**src/rtl/fft_stream_feeder.sv**
```systemverilog
// Streams FFT_LENGTH-sample packets from a 1-cycle-latency sample memory into an Avalon-ST FFT sink.
// A 2-entry FIFO absorbs sink backpressure; frames are only started or stopped on packet boundaries.
module fft_stream_feeder #(
  parameter int FFT_LENGTH  = 256,
  parameter int DATA_W      = 16,
  parameter int SINK_W      = 18,
  parameter int ADDR_W      = 16,
  parameter int WAIT_CYCLES = 1048575,
  parameter int NUM_FRAMES  = 0,
  parameter int SIGNED_IN   = 0
) (
  input  logic              clk,
  input  logic              rst_n,
  input  logic              i_enable,
  output logic              o_rd_req,
  output logic [ADDR_W-1:0] o_rd_addr,
  input  logic [DATA_W-1:0] i_rd_data,
  output logic [SINK_W-1:0] sink_real,
  output logic [SINK_W-1:0] sink_imag,
  output logic              sink_valid,
  output logic              sink_startofpacket,
  output logic              sink_endofpacket,
  input  logic              sink_ready,
  output logic [15:0]       o_frame_cnt,
  output logic              o_busy,
  output logic              o_done
);

  localparam int IDX_W = $clog2(FFT_LENGTH);
  localparam logic [IDX_W-1:0] LAST_IDX = IDX_W'(FFT_LENGTH - 1);
  localparam logic [31:0] WAIT_LAST = (WAIT_CYCLES > 0) ? 32'(WAIT_CYCLES - 1) : 32'd0;

  typedef enum logic [1:0] {S_WAIT, S_RUN, S_IDLE, S_DONE} state_t;

  state_t            state, state_next;
  logic [31:0]       wait_cnt;
  logic [IDX_W-1:0]  index;
  logic [ADDR_W-1:0] addr;
  logic [15:0]       frame_cnt, frame_cnt_inc;
  logic              frame_issued;
  logic              pend, pend_sop, pend_eop;
  logic [DATA_W+1:0] fifo_mem [2];
  logic              wr_ptr, rd_ptr;
  logic [1:0]        count;
  logic [DATA_W-1:0] head_data;
  logic              head_sop, head_eop;
  logic              xfer, eop_xfer, wait_done, issue_ok;

  assign {head_sop, head_eop, head_data} = fifo_mem[rd_ptr];
  assign sink_valid    = (count != 2'd0);
  assign xfer          = sink_valid & sink_ready;
  assign eop_xfer      = xfer & head_eop;
  assign wait_done     = (wait_cnt == WAIT_LAST);
  assign frame_cnt_inc = (frame_cnt == 16'hFFFF) ? frame_cnt : frame_cnt + 16'd1;

  // A slot freed by this cycle's transfer counts as space, so one read can be in flight every cycle.
  assign issue_ok = ({1'b0, count} + {2'b00, pend}) < (3'd2 + {2'b00, xfer});
  assign o_rd_req = (state == S_RUN) && !frame_issued && issue_ok;

  assign o_rd_addr          = addr;
  assign o_frame_cnt        = frame_cnt;
  assign o_busy             = (state == S_RUN);
  assign o_done             = (state == S_DONE);
  assign sink_imag          = '0;
  assign sink_startofpacket = sink_valid & head_sop;
  assign sink_endofpacket   = sink_valid & head_eop;

  always_comb begin
    sink_real = '0;
    if (sink_valid) begin
      if (SIGNED_IN != 0) sink_real = SINK_W'($signed(head_data));
      else                sink_real = SINK_W'(head_data);
    end
  end

  always_comb begin
    state_next = state;
    case (state)
      S_WAIT: if (wait_done && i_enable) state_next = S_RUN;
      S_RUN: begin
        if (eop_xfer) begin
          if ((NUM_FRAMES != 0) && ({16'd0, frame_cnt_inc} == 32'(NUM_FRAMES)))
            state_next = S_DONE;
          else if (!i_enable)
            state_next = S_IDLE;
        end
      end
      S_IDLE: if (i_enable) state_next = S_RUN;
      default: state_next = S_DONE;
    endcase
  end

  always_ff @(posedge clk) begin
    if (!rst_n) begin
      state        <= S_WAIT;
      wait_cnt     <= '0;
      index        <= '0;
      addr         <= '0;
      frame_cnt    <= '0;
      frame_issued <= 1'b0;
      pend         <= 1'b0;
      pend_sop     <= 1'b0;
      pend_eop     <= 1'b0;
      wr_ptr       <= 1'b0;
      rd_ptr       <= 1'b0;
      count        <= '0;
    end else begin
      state <= state_next;
      if (state == S_WAIT && !wait_done) wait_cnt <= wait_cnt + 32'd1;
      pend <= o_rd_req;
      if (o_rd_req) begin
        pend_sop <= (index == '0);
        pend_eop <= (index == LAST_IDX);
        index    <= index + 1'b1;
        addr     <= addr + 1'b1;
        if (index == LAST_IDX) frame_issued <= 1'b1;
      end
      // Issue of the next frame stays blocked until its predecessor's EOP has left the buffer.
      if (eop_xfer) begin
        frame_issued <= 1'b0;
        frame_cnt    <= frame_cnt_inc;
      end
      if (pend) wr_ptr <= ~wr_ptr;
      if (xfer) rd_ptr <= ~rd_ptr;
      count <= count + {1'b0, pend} - {1'b0, xfer};
    end
  end

  always_ff @(posedge clk) begin
    if (pend) fifo_mem[wr_ptr] <= {pend_sop, pend_eop, i_rd_data};
  end

  a_no_overflow: assert property (@(posedge clk) disable iff (!rst_n) !(pend && (count == 2'd2)));

endmodule

```
**config.mk**
```make
export PLATFORM = sky130hd
export DESIGN_NAME = fft_stream_feeder
export DESIGN_NICKNAME = d
export VERILOG_FILES = /design/src/rtl/fft_stream_feeder.sv
export SDC_FILE = /design/constraint.sdc
export NUM_CORES = 1
export LEC_CHECK = 0
export ABC_CLOCK_PERIOD_IN_PS = 2780
export BUFFER_PORTS_ARGS = -buffer_cell sky130_fd_sc_hd__buf_2
export CAP_MARGIN = 10
export CORE_MARGIN = 1.5
export CORE_UTILIZATION = 56
export CTS_CLUSTER_SIZE = 16
export DETAILED_ROUTE_END_ITERATION = 7
export PLACE_DENSITY = 0.77
export SYNTH_ARGS = -nofsm -noshare
export SYNTH_HDL_FRONTEND = slang
export SYNTH_SLANG_ARGS = --single-unit
```
**constraint.sdc**
```tcl
create_clock -name clk -period 2.78 [get_ports clk]
set_input_delay 0.139 -clock clk [delete_from_list [all_inputs] [get_ports clk]]
set_output_delay 0.139 -clock clk [all_outputs]
set_load 0.05 [all_outputs]
```
Yosys cells after proc, flatten, opt, wreduce, memory -nomap -nowiden

Memories as Yosys holds them, arrays and structs flattened. A register that Yosys moved wholly into a read port is not among the register bits.
Index checks and enable logic that the tools add are counted.

Add/subtract/negate cells: 8
Magnitude comparators: 1
Equality and inequality tests: 10
Mux-type cells: 10
Bitwise logic cells: 8
Reduce and logical (&&, ||, !) cells: 13

Operators by type and width:

| operator                                                          | number |
|---|---|
| 16-bit by 1-bit adder with 16-bit output, second input constant   | 2 |
| 32-bit by 1-bit adder with 32-bit output, second input constant   | 1 |
| 32-bit by 20-bit == test with 1-bit output, second input constant | 1 |
| 16-bit == test, second input constant                             | 1 |
| 16-bit 2-to-1 mux                                                 | 1 |
| 8-bit by 1-bit adder with 8-bit output, second input constant     | 1 |
| 8-bit == test, second input constant                              | 1 |
| 8-bit zero test                                                   | 1 |
| 2-bit 2-to-1 mux                                                  | 4 |
| 2-bit != test, second input constant                              | 3 |
| 2-bit case mux with 3 select lines                                | 1 |
| 1-bit bitwise AND                                                 | 4 |
| 2-bit == test, second input constant                              | 2 |
| 1-bit logical AND                                                 | 4 |
| 1-bit 2-to-1 mux                                                  | 4 |
| 1-bit NOT                                                         | 4 |
| 2-bit AND reduction                                               | 2 |
| 4-bit AND reduction                                               | 1 |
| 2-bit by 1-bit adder with 3-bit output                            | 1 |
| 2-bit by 1-bit adder with 3-bit output, first input constant      | 1 |
| 3-bit less-than comparator                                        | 1 |
| 2-bit by 1-bit adder with 2-bit output                            | 1 |
| 2-bit by 1-bit == test with 1-bit output, second input constant   | 1 |
| 1-bit zero test                                                   | 2 |
| other kinds (5)                                                   | 5 |

Flip-flop bits (word level): 82
Bits in writable memories: 36
Input port bits: 20
Logic and storage cells: 63
Memories: 1

Memories:

| name     | words | width | rd ports | clocked after memory_dff | wr ports | RTL line | source |
|---|---|---|---|---|---|---|---|
| fifo_mem | 2     | 18    | 1        | 1                        | 1        | 42       | `logic [DATA_W+1:0] fifo_mem [2];` |

Longest topological paths before layout

Gate-level depths: netlist of run 1.

Word-level depth: 6
Depth in mapped cells: 9

Worst setup path before layout of run 1

OpenSTA, ideal clock, no wires.

Path type: register to register
Start point: register frame_cnt[0], in the netlist o_frame_cnt[0]
End point: register frame_cnt[12], in the netlist o_frame_cnt[12]
Setup time: 0.125 ns
Arrival: 2.048 ns
Data required time: 2.655 ns
Slack: 0.606 ns
Stages on the path, launching flop included: 8
Clock period less this slack: 2.174 ns
Path through: dfxtp_1 > ha_1 > nand3_1 > or2_2 > or3_1 > clkbuf_1 > o211ai_1 > o31ai_1

Word-level cells in the longest chain between the ends: 3

Ends and longest elaborated chain:

| element                                                                                          | RTL line | source |
|---|---|---|
| from (decl)                                                                                      | 39       | `logic [15:0] frame_cnt, frame_cnt_inc;` |
| from (signal assigned)                                                                           | 121      | `frame_cnt <= frame_cnt_inc;` |
| parallel branches: the longest is 3 deep, another holds 16-bit by 1-bit adder with 16-bit output | -        |  |

Several ways; the timed one is not identified.
A chain may end at the register's enable or synchronous reset.

Final worst setup path of run 1

Start point: register pend
End point: output port o_rd_req

Word-level cells in the longest chain between the ends: 3

Ends and longest elaborated chain:

| element                                | RTL line | source |
|---|---|---|
| from (decl)                            | 41       | `logic pend, pend_sop, pend_eop;` |
| from (signal assigned)                 | 110      | `pend <= o_rd_req;` |
| 2-bit by 1-bit adder with 3-bit output | 57       | `assign issue_ok = ({1'b0, count} + {2'b00, pend}) < (3'd2 + {2'b00, xfer});` |
| 3-bit less-than comparator             | 57       |  |
| 1-bit logical AND                      | 58       | `assign o_rd_req = (state == S_RUN) && !frame_issued && issue_ok;` |
| to (decl)                              | 15       | `output logic o_rd_req,` |

No other way between the ends.

==> results.toml, run 1 <==
[route]
viasPerCell = 5.492
wire_per_inst_um = 14.50
ant_nets = 0
first_pass_iters = 4
drc = 0
drt_iter0_drc = 236
route.vias.total = 4476
wl_um = 11820

[placed_design]
gp_congestion = 0.8398
place_inst = 765
io_buffers = 73
dp_hpwl_um = 7514

[logic_synthesis]
yosysTopAreaCellShare_pct = 29.33
synth_seq_cells = 119
ys_warn_count = 0
synth_top_area_cell = "dfxtp_1"
avgSynthCellArea_um2 = 9.836
synth_edf_count = 36
synth_top_cells_by_area = "dfxtp_1 29%, edfxtp_1 19%, nor2_1 4.6%, mux2i_1 4.4%, xnor2_1 3.2%"
synthDistinctLibCells = 57
ys_seq_area_share_pct = 48.41
synthFlopType = "dfxtp_1"
synth_area_um2 = 5665
synth-async-reset-ratio_pct = 0
synthCells = 576

[power_and_ir_drop]
powerDensity_nw_per_um2 = 647.3
p_leak_nw = 2.511
irDropWorstVdd_mv = 0.3869
power.total_mw = 4.392

[outcome]
outcome = "finished, final reports clean"

[final_layout]
diodes = 0
n_fill_cell = 715
final_nets = 699
multi_input_area_um2 = 2669
seq_area_um2 = 2743
layout-drive-gt1-share_pct = 19.50
area_growth_pct = 19.77
post-route-util_pct = 69.42
layout_common_cells = "83 x dfxtp_1, 73 x buf_2, 70 x nor2_1"
fin_cells = 815
final_common_cell = "dfxtp_1"

[die]
core-area_um2 = 9774
die_area_um2 = 10730
start_util_pct = 57.96
die_w_um = 103.6
ios = 94
die_h_um = 103.6
num_rows = 36

[global_route]
grt_pass1_wl_um = 20070
grt_pass1_vias = 4305
antenna_found_initial = 0
grt-ovfl-total = 0
grt_max_degree = 43
gr-usage-all-layers_pct = 23.17

[sta]
skew_ns = 0.007070
finalSetupViolCount = 0
period_share_pct = 92.74
slew_viol_final = 0
finalCriticalPeriod_ns = 2.578
worst_pin_slew_ns = 0.8104
holdWs_ns = 0.1109
hold_viol_final = 0
relSlewSlack_pct = 45.97
rsz0062_at_grt = "no"
clock.fmax_ghz = 0.3879
finalSetupTns_ns = 0

[worst_setup_path]
cp.depth = 6
r2r_cells = 6
crit_arrival_ns = 2.44
cp_top_family = "simple AND/OR/NAND/NOR gates"
criticalPathCategory = "flop to output port"
cp_num_buf_inv = 2
crit_chain = "ha_1 > ha_1 > nor4b_4 > nand2_2 > clkinv_1 > buf_2"
worst_path_largest_cell_delay_ns = 0.46
critPathLaunch = "pend"
r2r-start = "pend"
start_kind = "flop"
cp_slowest_cell = "nor4b_4"
cp.required_ns = 2.64
cp_max_fo = 8
endpoint_kind = "output port"
reg2reg_slack_ns = 0.48
cpMostUsedCell = "ha_1"

[clock_network]
clk_latency_ns = 0.52
root_buffer = "clkbuf_8"
cts_tree = "yes"
cts.reportedPaths.clkPinSlew_ns = 0.06
clkSinkCount = 119
postCtsSetupBuffers = 0
cts_max_level = 4
cts_buffers = 17
cts.path.max_buffers = 2

[min_path]
hold_path_class = "primary input to flop"
min_from = "rst_n"
hold_depth = 3

[job]
drv_cap = 0
## worst min-delay path, cell delays in order
cell    delay (ns)
buf_2         0.10
inv_2         0.19
nor2_1        0.15
## what timing repair did
action / CTS / global route
setup endpoints to repair: 0 / 1
resized for setup: 0 / 1
hold endpoints to repair: 34 / 0
hold buffers: 17 / 0
## layout make-up
class / instances / area share (%)
Tap cell: 133 / 2.453
Clock buffer: 18 / 6.159
Inverter: 15 / 0.8298
Clock inverter: 14 / 1.862
Multi-Input combinational cell: 417 / 39.33
Sequential cell: 119 / 40.42
Timing Repair Buffer: 99 / 8.943
## through the flow
| step | setup slack (ns) | area, µm² |
|---|---|---|
| after global routing | 0.01550 | 6785 |
| after global placement | 0.5836 | 6052 |
| after CTS | 0.04483 | 6766 |
| after floorplan | 0.6063 | 5737 |
| final | 0.2018 | 6785 |
| after detailed placement | 0.4668 | 6052 |
## where the power goes
part	leakage, nW	internal (mW)	switching [mW]	total, mW
Sequential	0.984	1.80	0.0171	1.82
Clock	0.256	1.19	0.802	1.99
Combinational	1.27	0.147	0.437	0.584
## synth_stat cells, types with 8 or more instances
| master | number |
|---|---|
| nor4_1 | 11 |
| inv_1 | 14 |
| ha_1 | 10 |
| nor2_1 | 70 |
| or3_1 | 14 |
| xnor2_1 | 21 |
| xor2_1 | 19 |
| nand2_1 | 33 |
| buf_4 | 21 |
| dfxtp_1 | 83 |
| nand4_1 | 21 |
| and4_1 | 8 |
| nand2b_1 | 11 |
| o31ai_1 | 11 |
| clkbuf_1 | 13 |
| edfxtp_1 | 36 |
| mux2i_1 | 25 |
| nand3_1 | 30 |
| o21ai_1 | 11 |
| a21oi_1 | 26 |
## cell families after synthesis
group	Yosys count	share of synthesized area [%]
other	1	0.06619
AOI/OAI and AO/OA	67	7.288
adders and majority gates	10	2.208
buffers and inverters	59	5.985
muxes	25	4.417
DFF	119	48.41
and+or+nand+nor	255	25.44
xor gates and xnor gates	40	6.184
## registers in the layout, indices dropped and copies added (netlist names), named ones only
signal / flops
fifo_mem: 36
wait_cnt: 32
o_frame_cnt: 16
o_rd_addr: 16
index: 8
count: 2
state: 2
frame_issued: 1
pend: 1
pend_eop: 1
pend_sop: 1
rd_ptr: 1
wr_ptr: 1
## path summary, 6_finish.rpt
path / endpoint
max: o_rd_req
min: index[6]
max reg2reg: index[7]
min reg2reg: fifo_mem[0][16]
## layer usage
layer / vias up / GRT usage, % / wire, µm
met5: - / 0 / 0
met4: 0 / 8.135 / 155
met3: 17 / 7.174 / 541
met2: 106 / 39.19 / 5851
met1: 2135 / 27.97 / 5266
li1: 2218 / - / -
Note: power is estimated with default switching activity, not from simulation.
==> run 2: changes to the inputs <==
==> constraint.sdc (replaced) <==
create_clock -name clk -period 2.78 [get_ports clk]
set_input_delay 0.695 -clock clk [delete_from_list [all_inputs] [get_ports clk]]
set_output_delay 0.695 -clock clk [all_outputs]
set_load 0.05 [all_outputs]
==> run 2 against run 1 <==
Cell area is 0.96% lower. Hold slack gained 0.25 ns. Fmax down 2.8%. Critical path depth unchanged. Largest cell class unchanged. Critical endpoint unchanged. Non-clock buffer count shrank 9. Die area unchanged. Count of clock-buffer cells in the layout down 1. Sequential cell count is the same. Combinational power decreased by 3%. Clock power is 5% higher.
==> results.toml, run 2 (synthesis results as in run 1) <==
[outcome]
outcome = "finished, final reports clean"

[final_layout]
largest-register = "fifo_mem"
final_common_cell = "dfxtp_1"
largest_register_ffs = 36
final_nets = 690
post-route-util_pct = 68.75
layout_common_cells = "82 x dfxtp_1, 72 x buf_2, 70 x nor2_1"
fin_cells = 806
diodes = 0
layout-drive-gt1-share_pct = 21.69
fin_area_um2 = 6720
largestRegisters = "fifo_mem: 36 flops, wait_cnt: 32 flops"
area_growth_pct = 18.62

[placed_design]
gp_congestion = 0.8163
io_buffers = 73
place_inst = 769
dp_hpwl_um = 7554
pre_cts_ws_ns = 0.4128
post_dp_cell_area_um2 = 6095

[power_and_ir_drop]
p_leak_nw = 2.505
irDropWorstVdd_mv = 0.3825
powerDensity_nw_per_um2 = 665.4

[sta]
relSlewSlack_pct = 44.77
rsz0062_at_grt = "no"
finalSetupViolCount = 0
worst_pin_slew_ns = 0.8284
finalCriticalPeriod_ns = 2.654
period_share_pct = 95.46
finalSetupTns_ns = 0
clock.fmax_ghz = 0.3768
layout_setup_ws_ns = 0.1262
hold_viol_final = 0
skew_ns = 0.008088
slew_viol_final = 0

[worst_setup_path]
criticalPathCategory = "flop to output port"
cp_max_fo = 5
reg2reg_slack_ns = 0.45
endpoint_kind = "output port"
r2r-end = "wait_cnt[21]"
cp.required_ns = 2.09
r2r-start = "wait_cnt[1]"
crit_arrival_ns = 1.96
r2r_cells = 5
start_kind = "flop"

[global_route]
antenna_found_initial = 0
grt_max_degree = 36
grt_pass1_wl_um = 19790
grt_pass1_vias = 4312
grt-ovfl-total = 0
gr-usage-all-layers_pct = 22.60

[min_path]
hold_depth = 1
hold_end = "fifo_mem[1][3]"
min_from = "i_rd_data[3]"
hold_path_class = "primary input to flop"

[die]
num_rows = 36
ios = 94
core-area_um2 = 9774
die_h_um = 103.6
die_w_um = 103.6
die_area_um2 = 10730
start_util_pct = 57.96

[route]
route.vias.total = 4540
drt_iter0_drc = 278
first_pass_iters = 5
wire_per_inst_um = 14.92
wl_um = 12020
ant_nets = 0
drc = 0
viasPerCell = 5.633

[clock_network]
cts.reportedPaths.clkPinSlew_ns = 0.06
hold_buffers = 0
root_buffer = "clkbuf_8"
clkSinkCount = 119
cts.path.max_buffers = 2
cts_tree = "yes"
cts_max_level = 4
clk_latency_ns = 0.52
cts_buffers = 17

[job]
drv_cap = 0
run 2: worst max path at each step:
stage          depth (start not counted)       endpoint       start
4_1_cts                                6       o_rd_req        pend
6_report                               6       o_rd_req        pend
5_1_grt                                6       o_rd_req        pend
3_5_place_dp                           6       o_rd_req  sink_ready
2_1_floorplan                          4  sink_real[10]        flop
3_3_place_gp                           6       o_rd_req  sink_ready
run 2: what timing repair did:
item	in CTS	in global routing
gates cloned	0	0
buffers inserted	1	4
pin swaps	1	2
endpoints found under the setup margin	1	1
resized for setup	3	4
run 2: critical path, cell delays in order, from the launching register on:
cell	delay, ns
dfxtp_2	0.35
ha_1	0.21
ha_2	0.19
nor4b_4	0.33
nand2_2	0.14
inv_4	0.09
buf_8	0.14
run 2: cell type report:
cell class	instances	area (µm²)
multi-input cells	417	2664
flip-flops and latches	119	2744
clock buffers	17	414.1
well taps	133	166.4
fillers	730	3054
clock inverters	15	157.7
repair buffers	90	515.5
inverters	15	58.81
run 2: power by group:
group | internal (mW) | switching (mW) | leakage (nW)
Combinational | 0.137 | 0.431 | 1.24
Clock | 1.22 | 0.866 | 0.276
Sequential | 1.80 | 0.0165 | 0.984
run 2: metal layers:
metal | GRT usage [%] | part of all wire (%)
met1 | 26.98 | 43
met3 | 5.475 | 4.7
met4 | 9.821 | 1.9
met5 | 0 | 0
met2 | 38.86 | 51
run 2: through the flow:
step / hold WS (ns) / power, mW
2_1_floorplan: 0.4187 / 2.308
3_3_place_gp: 0.4276 / 2.405
3_5_place_dp: 0.4329 / 2.414
4_1_cts: 0.3394 / 4.497
5_1_grt: 0.3453 / 4.619
6_report: 0.3658 / 4.471
